`src/rtl/uart_program_loader_pkg.sv`:
```
// Shared types and constants for the UART program loader.
// The FSM state enum is shared so checkers can decode the loader's r_state.
package fwrisc_uart_loader_pkg;

    typedef enum logic [1:0] {
        S_WAIT_FIRST,
        S_RECV,
        S_FLUSH,
        S_DONE
    } loader_state_e;

    localparam int BYTES_PER_WORD         = 4;
    localparam int DEFAULT_TIMEOUT_CYCLES = 200000;

    // Bits needed to hold any value in 0..max_val.
    function automatic int cnt_width(input int max_val);
        return $clog2(max_val + 1);
    endfunction

endpackage

```
`src/rtl/uart_program_loader_timer.sv`:
```
// Loadable down-counter that parks at zero.
// Serves as both the idle-timeout counter and the acknowledge-length counter.
module uart_loader_timer #(
    parameter int W = 8
) (
    input  logic         clock,
    input  logic         reset,
    input  logic         i_load,
    input  logic [W-1:0] i_load_val,
    input  logic         i_dec,
    output logic [W-1:0] o_count
);

    logic [W-1:0] r_count;

    always_ff @(posedge clock) begin
        if (reset) begin
            r_count <= '0;
        end else if (i_load) begin
            r_count <= i_load_val;
        end else if (i_dec && (r_count != '0)) begin
            r_count <= r_count - W'(1);
        end
    end

    assign o_count = r_count;

endmodule

```
`src/rtl/uart_program_loader.sv`:
```
// Packs UART bytes little-endian into instruction-memory words and holds the core in reset until done.
// Optional running byte checksum on prog_sum when UART_LOADER_CHECKSUM_EN is defined.
module uart_program_loader
    import fwrisc_uart_loader_pkg::*;
#(
    parameter  int MEM_BYTES      = 4096,
    localparam int ADDR_W         = $clog2(MEM_BYTES / BYTES_PER_WORD),
    parameter  int TIMEOUT_CYCLES = DEFAULT_TIMEOUT_CYCLES,
    parameter  int ACK_LEN        = 4,
    localparam int BC_W           = $clog2(MEM_BYTES) + 1
) (
    input  logic              clock,
    input  logic              reset,
    input  logic [7:0]        rx_data,
    input  logic              rx_valid,
    output logic              mem_we,
    output logic [ADDR_W-1:0] mem_addr,
    output logic [31:0]       mem_wdata,
    output logic              program_receiving,
    output logic              program_done,
    output logic              program_ov,
    output logic              core_hold,
    output logic [BC_W-1:0]   byte_count,
    output logic [7:0]        prog_sum
);

    localparam int IDLE_W = cnt_width(TIMEOUT_CYCLES);
    localparam int ACK_W  = cnt_width(ACK_LEN);

    loader_state_e     r_state;
    loader_state_e     w_next_state;
    logic [BC_W-1:0]   r_byte_count;
    logic [31:0]       r_word;
    logic              r_mem_we;
    logic [ADDR_W-1:0] r_mem_addr;
    logic [31:0]       r_mem_wdata;
    logic              r_ov;
    logic              w_accept;
    logic              w_drop;
    logic              w_in_recv;
    logic              w_timeout;
    logic              w_full;
    logic [1:0]        w_lane;
    logic [IDLE_W-1:0] w_idle_count;
    logic [ACK_W-1:0]  w_ack_count;

    assign w_lane    = r_byte_count[1:0];
    assign w_full    = (r_byte_count == BC_W'(MEM_BYTES - 1));
    assign w_timeout = w_in_recv && !rx_valid && (w_idle_count == '0);

    always_ff @(posedge clock) begin
        if (reset) begin
            r_state <= S_WAIT_FIRST;
        end else begin
            r_state <= w_next_state;
        end
    end

    always_comb begin
        w_next_state = r_state;
        case (r_state)
            S_WAIT_FIRST: if (rx_valid) w_next_state = w_full ? S_DONE : S_RECV;
            S_RECV: begin
                if (w_accept && w_full) begin
                    w_next_state = S_DONE;
                end else if (w_timeout) begin
                    w_next_state = (w_lane != 2'd0) ? S_FLUSH : S_DONE;
                end
            end
            S_FLUSH: w_next_state = S_DONE;
            S_DONE:  w_next_state = S_DONE;
        endcase
    end

    always_comb begin
        w_accept     = 1'b0;
        w_drop       = 1'b0;
        w_in_recv    = 1'b0;
        program_done = 1'b0;
        core_hold    = 1'b1;
        case (r_state)
            S_WAIT_FIRST: w_accept = rx_valid;
            S_RECV: begin
                w_accept  = rx_valid;
                w_in_recv = 1'b1;
            end
            S_FLUSH: w_drop = rx_valid;
            S_DONE: begin
                w_drop       = rx_valid;
                program_done = 1'b1;
                core_hold    = 1'b0;
            end
        endcase
    end

    // A completed word is registered here, so its write strobe trails the lane-3 byte by one cycle.
    always_ff @(posedge clock) begin
        if (reset) begin
            r_byte_count <= '0;
            r_word       <= '0;
            r_mem_we     <= 1'b0;
            r_mem_addr   <= '0;
            r_mem_wdata  <= '0;
            r_ov         <= 1'b0;
        end else begin
            r_mem_we <= 1'b0;
            if (w_drop) begin
                r_ov <= 1'b1;
            end
            if (w_accept) begin
                r_byte_count <= r_byte_count + BC_W'(1);
                if (w_lane == 2'd3) begin
                    r_mem_we    <= 1'b1;
                    r_mem_addr  <= r_byte_count[ADDR_W+1:2];
                    r_mem_wdata <= {rx_data, r_word[23:0]};
                    r_word      <= '0;
                end else begin
                    r_word[{w_lane, 3'b000} +: 8] <= rx_data;
                end
            end else if (w_timeout && (w_lane != 2'd0)) begin
                r_mem_we    <= 1'b1;
                r_mem_addr  <= r_byte_count[ADDR_W+1:2];
                r_mem_wdata <= r_word;
                r_word      <= '0;
            end
        end
    end

    uart_loader_timer #(.W(IDLE_W)) u_idle_timer (
        .clock      (clock),
        .reset      (reset),
        .i_load     (w_accept),
        .i_load_val (IDLE_W'(TIMEOUT_CYCLES - 1)),
        .i_dec      (w_in_recv),
        .o_count    (w_idle_count)
    );

    uart_loader_timer #(.W(ACK_W)) u_ack_timer (
        .clock      (clock),
        .reset      (reset),
        .i_load     (w_accept),
        .i_load_val (ACK_W'(ACK_LEN)),
        .i_dec      (1'b1),
        .o_count    (w_ack_count)
    );

    assign program_receiving = (w_ack_count != '0);
    assign mem_we            = r_mem_we;
    assign mem_addr          = r_mem_addr;
    assign mem_wdata         = r_mem_wdata;
    assign program_ov        = r_ov;
    assign byte_count        = r_byte_count;

`ifdef UART_LOADER_CHECKSUM_EN
    logic [7:0] r_sum;

    always_ff @(posedge clock) begin
        if (reset) begin
            r_sum <= 8'h00;
        end else if (w_accept) begin
            r_sum <= r_sum + rx_data;
        end
    end

    assign prog_sum = r_sum;
`else
    assign prog_sum = 8'h00;
`endif

endmodule

```
`config.mk`:
```
export PLATFORM = sky130hd
export DESIGN_NAME = uart_program_loader
export DESIGN_NICKNAME = d
export VERILOG_FILES = /design/src/rtl/uart_program_loader_pkg.sv /design/src/rtl/uart_program_loader_timer.sv /design/src/rtl/uart_program_loader.sv
export SDC_FILE = /design/constraint.sdc
export NUM_CORES = 1
export LEC_CHECK = 0
export BUFFER_PORTS_ARGS = -buffer_cell sky130_fd_sc_hd__buf_2
export CORE_ASPECT_RATIO = 1.1
export CORE_MARGIN = 2
export CORE_UTILIZATION = 40
export CTS_BUF_LIST = sky130_fd_sc_hd__clkbuf_4 sky130_fd_sc_hd__clkbuf_8
export CTS_CLUSTER_SIZE = 10
export DETAILED_ROUTE_END_ITERATION = 10
export PLACE_DENSITY_LB_ADDON = 0.12
export REMOVE_ABC_BUFFERS = 1
export SYNTH_ARGS = -nofsm -noshare
export SYNTH_HDL_FRONTEND = slang
export SYNTH_SLANG_ARGS = --single-unit
export TNS_END_PERCENT = 1
```
`constraint.sdc`:
```
create_clock -name clock -period 4.5 [get_ports clock]
set_clock_uncertainty 0.05 [all_clocks]
set_input_delay 0.45 -clock clock [delete_from_list [all_inputs] [get_ports clock]]
set_output_delay 0.45 -clock clock [all_outputs]
set_load 0.005 [all_outputs]
```
# Yosys cells after proc, flatten, opt, wreduce, memory -nomap -nowiden
# Index checks and enable logic that the tools add are counted.
# W data, S select, Z words.
totals:
  regBits: 112
  output_inout_bits: 68
classes:
  eq_ne: 8
  shift: 2
  n_mux: 28
  reduce_logical: 19
  addsub: 4
ops:
  columns: ["op", "n"]
  rows:
  - ["$mux W32", 6]
  - ["$mux W18", 2]
  - ["$bwmux W32", 1]
  - ["$shift A8 B7 Y32 const A", 1]
  - ["$shiftx A8 B7 Y32", 1]
  - ["$mux W10", 3]
  - ["$logic_not A18 Y1", 1]
  - ["$reduce_bool A18 Y1", 1]
  - ["$sub A18 B1 Y18 const B", 1]
  - ["$add A13 B1 Y13 const B", 1]
  - ["$eq A13 B12 Y1 const B", 1]
  - ["$mux W1", 9]
  - ["$mux W2", 4]
  - ["$reduce_bool A2 Y1", 4]
  - ["$neg A5 Y7", 1]
  - ["$eq A2 B2 Y1 const B", 3]
  - ["$mux W3", 2]
  - ["$pmux W2 S3", 1]
  - ["$reduce_or A2 Y1", 3]
  - ["$logic_and A1 B1 Y1", 5]
  - ["$reduce_and A2 Y1", 2]
  - ["$ne A3 B3 Y1 const B", 1]
  - ["$reduce_bool A3 Y1", 1]
  - ["$sub A3 B1 Y3 const B", 1]
  - ["5 further kinds", 5]

# Logic depth before layout (Yosys ltp)
depth:
  ltp_word: 7
  ltp_mapped: 9
  mapped_depth_nobuf: 6

# Cells and area by module
# A second synthesis with hierarchy kept.
unflattened:
  cells_unflattened: 589
  area_unflattened_um2: 5437.7
modules_own_cells:
  columns: ["mod", "area_each_um2", "n_inst", "cells_per_inst"]
  rows:
  - ["uart_program_loader", 3998.8, 1, 413]
  - ["uart_loader_timer (u_idle_timer)", 1256.2, 1, 155]
  - ["uart_loader_timer (u_ack_timer)", 182.7, 1, 21]

# Worst setup path before layout
# No wires, ideal clock.
synth_path:
  path_kind: "reg-to-reg"
  from: "register r_byte_count[0] (netlist: byte_count[0])"
  to: "register r_word[0]"
  slack_ns: 2.170
  t_arrival_ns: 2.219
  period_less_slack_ns: 2.330
  path_stages_with_launch: 6
  path_cell_list: "dfxtp_1 -> inv_1 -> ha_1 -> or4b_2 -> nor3_1 -> a22o_1"
synth_via:
  elab_chain_cells: 5
synth_lines:
  columns: ["element", "line_no", "text"]
  rows:
  - ["start, declared", "uart_program_loader.sv:32", "logic [BC_W-1:0] r_byte_count;"]
  - ["start signal, assigned", "uart_program_loader.sv:111", "r_byte_count <= r_byte_count + BC_W'(1);"]
  - ["$neg A5 Y7", "uart_program_loader.sv:118", "r_word[{w_lane, 3'b000} +: 8] <= rx_data;"]
  - ["$shiftx A8 B7 Y32 / $shift A8 B7 Y32 (equally long branches)", "uart_program_loader.sv:118", null]
  - ["$bwmux W32", "uart_program_loader.sv:118", null]
  - ["$mux W32", "uart_program_loader.sv:112", "if (w_lane == 2'd3) begin"]
  - ["$mux W32", "uart_program_loader.sv:110", "if (w_accept) begin"]
  - ["end signal, assigned by index", "uart_program_loader.sv:118", null]
  - ["end, declared", "uart_program_loader.sv:33", "logic [31:0] r_word;"]
# Several ways; a longest one is shown, not always the timed one.
# A chain may end at the register's enable or synchronous reset.

# Worst setup path in the final report
layout_path:
  from: "register u_idle_timer.r_count[2] (netlist: u_idle_timer.o_count[2])"
  to: "register r_mem_wdata[27] (netlist: mem_wdata[27])"
layout_via:
  elab_chain_cells: 5
layout_lines:
  columns: ["element", "line_no", "text"]
  rows:
  - ["start, declared", "uart_program_loader_timer.sv:14", "logic [W-1:0] r_count;"]
  - ["start signal, assigned", "uart_program_loader_timer.sv:20", "r_count <= i_load_val;"]
  - ["start signal, assigned", "uart_program_loader_timer.sv:22", "r_count <= r_count - W'(1);"]
  - ["$logic_not A18 Y1", "uart_program_loader.sv:49", "assign w_timeout = w_in_recv && !rx_valid && (w_idle_count == '0);"]
  - ["$logic_and A1 B1 Y1", "uart_program_loader.sv:49", null]
  - ["$logic_and A1 B1 Y1", "uart_program_loader.sv:120", "end else if (w_timeout && (w_lane != 2'd0)) begin"]
  - ["$reduce_bool A2 Y1 (no line)", null, null]
  - ["$reduce_and A2 Y1 (no line)", null, null]
  - ["end signal, assigned", "uart_program_loader.sv:115", "r_mem_wdata <= {rx_data, r_word[23:0]};"]
  - ["end signal, assigned", "uart_program_loader.sv:123", "r_mem_wdata <= r_word;"]
  - ["end, declared", "uart_program_loader.sv:36", "logic [31:0] r_mem_wdata;"]
# No other way between the ends.

==> impl_results.md <==
- Post-synth top cells: 112 x dfxtp_1, 107 x nand2_1, 39 x mux2i_1
- Layout cells sized above 1: 0.182
- # Post-CTS Setup Buffers: 0
- Ys Warns: 0
- Main synth FF type: dfxtp_1
- Fill cells: roughly 1200
- Number of clock sinks: around 110
- Yosys top cell area share: 0.454
- CP Max Fanout: 44
- Clock transition at path regs: 110 ps
- Final hold vios: 0
- Relative slew slack: 0.214
- Mapped Avg Cell Area: 8.93 um^2
- CP arrival: 3190 ps
- RSZ-0062 raised after global routing: false
- Post-synth EDFFs: 0
- Initial Util: 0.410
- Routability-driven placement congestion ratio: 0.803
- Final WS setup: 1530 ps
- Total grt overflow: 0
- Most area-consuming cells after synthesis: dfxtp_1 45%, nand2_1 8.1%, mux2i_1 7.9%
- Non-Filler Instances: between 700 and 800
- Gate power share: 0.118
- Switching Share: 0.282
- Synth Register Bits: 112
- Area Growth Syn to Fin: 12.0%
- Psw: between 0.5 and 0.6 mW
- Sequential-to-total area share from yosys stat: 0.454
- Worst setup SP type: flip-flop
- Status: complete, no violations
- Vias in the first global route: 3674
- Nets: 624
- Power density cells: 331 nW/um^2
- Period utilization: 0.660
- Drt pass-1 iters: 4
- Final ANT Viol Nets: 0
- Die Y-Extent: 121 um
- DR DRC count: 0
- Via Count: between 3000 and 4000
- # diodes: 0
- Per-cell routed wire length: between 10 and 15 um
- Max Freq: 0.337 GHz
- Max-Cap Viols: 0
- CTS root buffer: clkbuf_8
- Longest Clk Path Bufs: 2
- Count leader, synth: dfxtp_1
- Resized Gates After CTS: 0
- Worst R2R Path Depth: 5
- DP HPWL: 7.58 mm
- Die Wd: 110 um
- Post-CTS Hold Fix Bufs: 0
- Final Setup Violations: 0
- Post-place setup slack: between 1500 and 2000 ps
- Maximum VDD drop: 0.147 mV
- Worst path required time: 4720 ps
- Num CTS Buffers: 9
- CTS tree: built
- Netlist cell types: 53
- Mapped cell area: 4940 um^2
- Setup TNS: 0 ps
- Initial drt markers: 251
- Async SR Flop Fraction: 0
- Syn Inst Count: 553
- Hold WC Path Type: primary input to flip-flop
- Number of I/O pins: 79
- Crit end category: flip-flop
- Leakage: 2.42 nW
- Clk pwr share: 0.310
- Worst-margin pin slew: 1170 ps
- CP Class: flip-flop to flip-flop
- Initial antenna violation count: 0
- Die Area: 13200 um^2
- Dpl cells: 747
- First-pass GRT wire length: about 18 mm
- Flop pwr share: 0.572
- Slew Limit Fails: 0
- Largest net degree at the start of global routing: 57
- Core area: 12000 um^2
- Min cycle time layout: around 3000 ps
- Worst Hold Depth: 2
- Detailed Route WL: 11.4 mm
- Util after Layout: 0.459
- Tot GR Track Use: 0.172
- Leading area contributor after synthesis: dfxtp_1
- Placement Rows: 42
- Int Power: 1.32 mW
- H-tree levels: 3
- # port buffers: 70
- DR vias/cell: 5.22
- Clock Latency Late Sink: 380 ps
[layout by cell type (no fill, tap or decap), types with 6 or more instances in the layout]
| cell type | Yosys | routed |
|---|---|---|
| o31ai_1 | 9 | 9 |
| xnor2_1 | 8 | 8 |
| buf_2 | 6 | 70 |
| o211ai_1 | 9 | 9 |
| nor4_1 | 10 | 10 |
| mux2i_1 | 39 | 39 |
| nand2_1 | 107 | 107 |
| a21oi_1 | 35 | 35 |
| ha_1 | 9 | 9 |
| nor3_1 | 13 | 13 |
| a22o_1 | 16 | 16 |
| o21ai_0 | 6 | 6 |
| or4_1 | 7 | 7 |
| nor2_1 | 24 | 24 |
| dfxtp_1 | 112 | 112 |
| a31oi_1 | 7 | 7 |
| inv_1 | 17 | 16 |
| buf_4 | 8 | 6 |
| conb_1 | 1 | 8 |
| or3_1 | 9 | 9 |
| and3_1 | 8 | 8 |
| nand3_1 | 8 | 8 |
| clkbuf_8 | 0 | 10 |
[path summary, 6_finish.rpt]
kind	start	end	slack (ps)
setup / recovery	u_idle_timer.o_count[2]	mem_wdata[27]	1530
hold / removal	rx_data[2]	r_word[2]	290
setup reg to reg	u_idle_timer.o_count[2]	mem_wdata[27]	1530
hold reg to reg	mem_wdata[5]	mem_wdata[5]	410
[final cells by class]
type                       instances  area (um^2)  share of cell area
inverter                          17         63.8              0.0115
clock inverter                     6         42.5             0.00770
tap                              154          193              0.0349
sequential                       112         2240               0.406
clock buffer                      10          138              0.0249
multi-input combinational        388         2450               0.444
timing repair buffer              76          395              0.0715
[sequential cells by signal (all words and copies together), names as in the netlist, 2 cells and up]
signal and count:
r_word 32, u_idle_timer.o_count 18, mem_addr 10, r_state 2, u_ack_timer.o_count 3, mem_wdata 32, byte_count 13
[layer usage]
layer / part of all wire / vias up / wire length (um) / track usage
li1: - / 2041 / - / -
met4: 0.012 / 0 / 141 / 0.0570
met2: 0.45 / 66 / 5110 / 0.268
met3: 0.038 / 10 / 436 / 0.0313
met5: 0 / - / 0 / 0
met1: 0.50 / 1863 / 5680 / 0.239
[critical path, cell delays in order, from the launching register on]
cell	delay, ps
dfxtp_1	390
nor4_2	520
nand4_1	560
o21a_2	560
buf_4	390
mux2_1	380
[power by group through the flow]
stage,registers [mW],clock network (mW),logic (mW)
floorplan,1.06,0,0.146
global placement,1.07,0,0.214
detailed placement,1.07,0,0.217
CTS,1.05,0.593,0.218
global route,1.05,0.623,0.242
finish,1.05,0.568,0.216
[metrics by stage]
stage / power (mW) / instance area (um^2) / hold slack [ps]
after floorplan: 1.21 / 4760 / 385
after global placement: 1.28 / 5350 / 394
after detailed placement: 1.29 / 5350 / 398
after CTS: 1.86 / 5530 / 272
after global routing: 1.92 / 5530 / 279
final: 1.83 / 5530 / 289
[kinds of logic (layout without fill, tap and decap cells)]
logic type	count (synthesis)	after routing	synth area share
AND/OR/NAND/NOR	218	218	0.222
flip-flops	112	112	0.454
AO/OA/AOI/OAI	95	95	0.128
buffers and inverters	60	109	0.0548
multiplexers	47	47	0.0973
XOR/XNOR	11	11	0.0195
adder cells (fa/ha/maj)	9	9	0.0228
other	1	8	0.000760
Note: power is estimated with default switching activity, not from simulation.
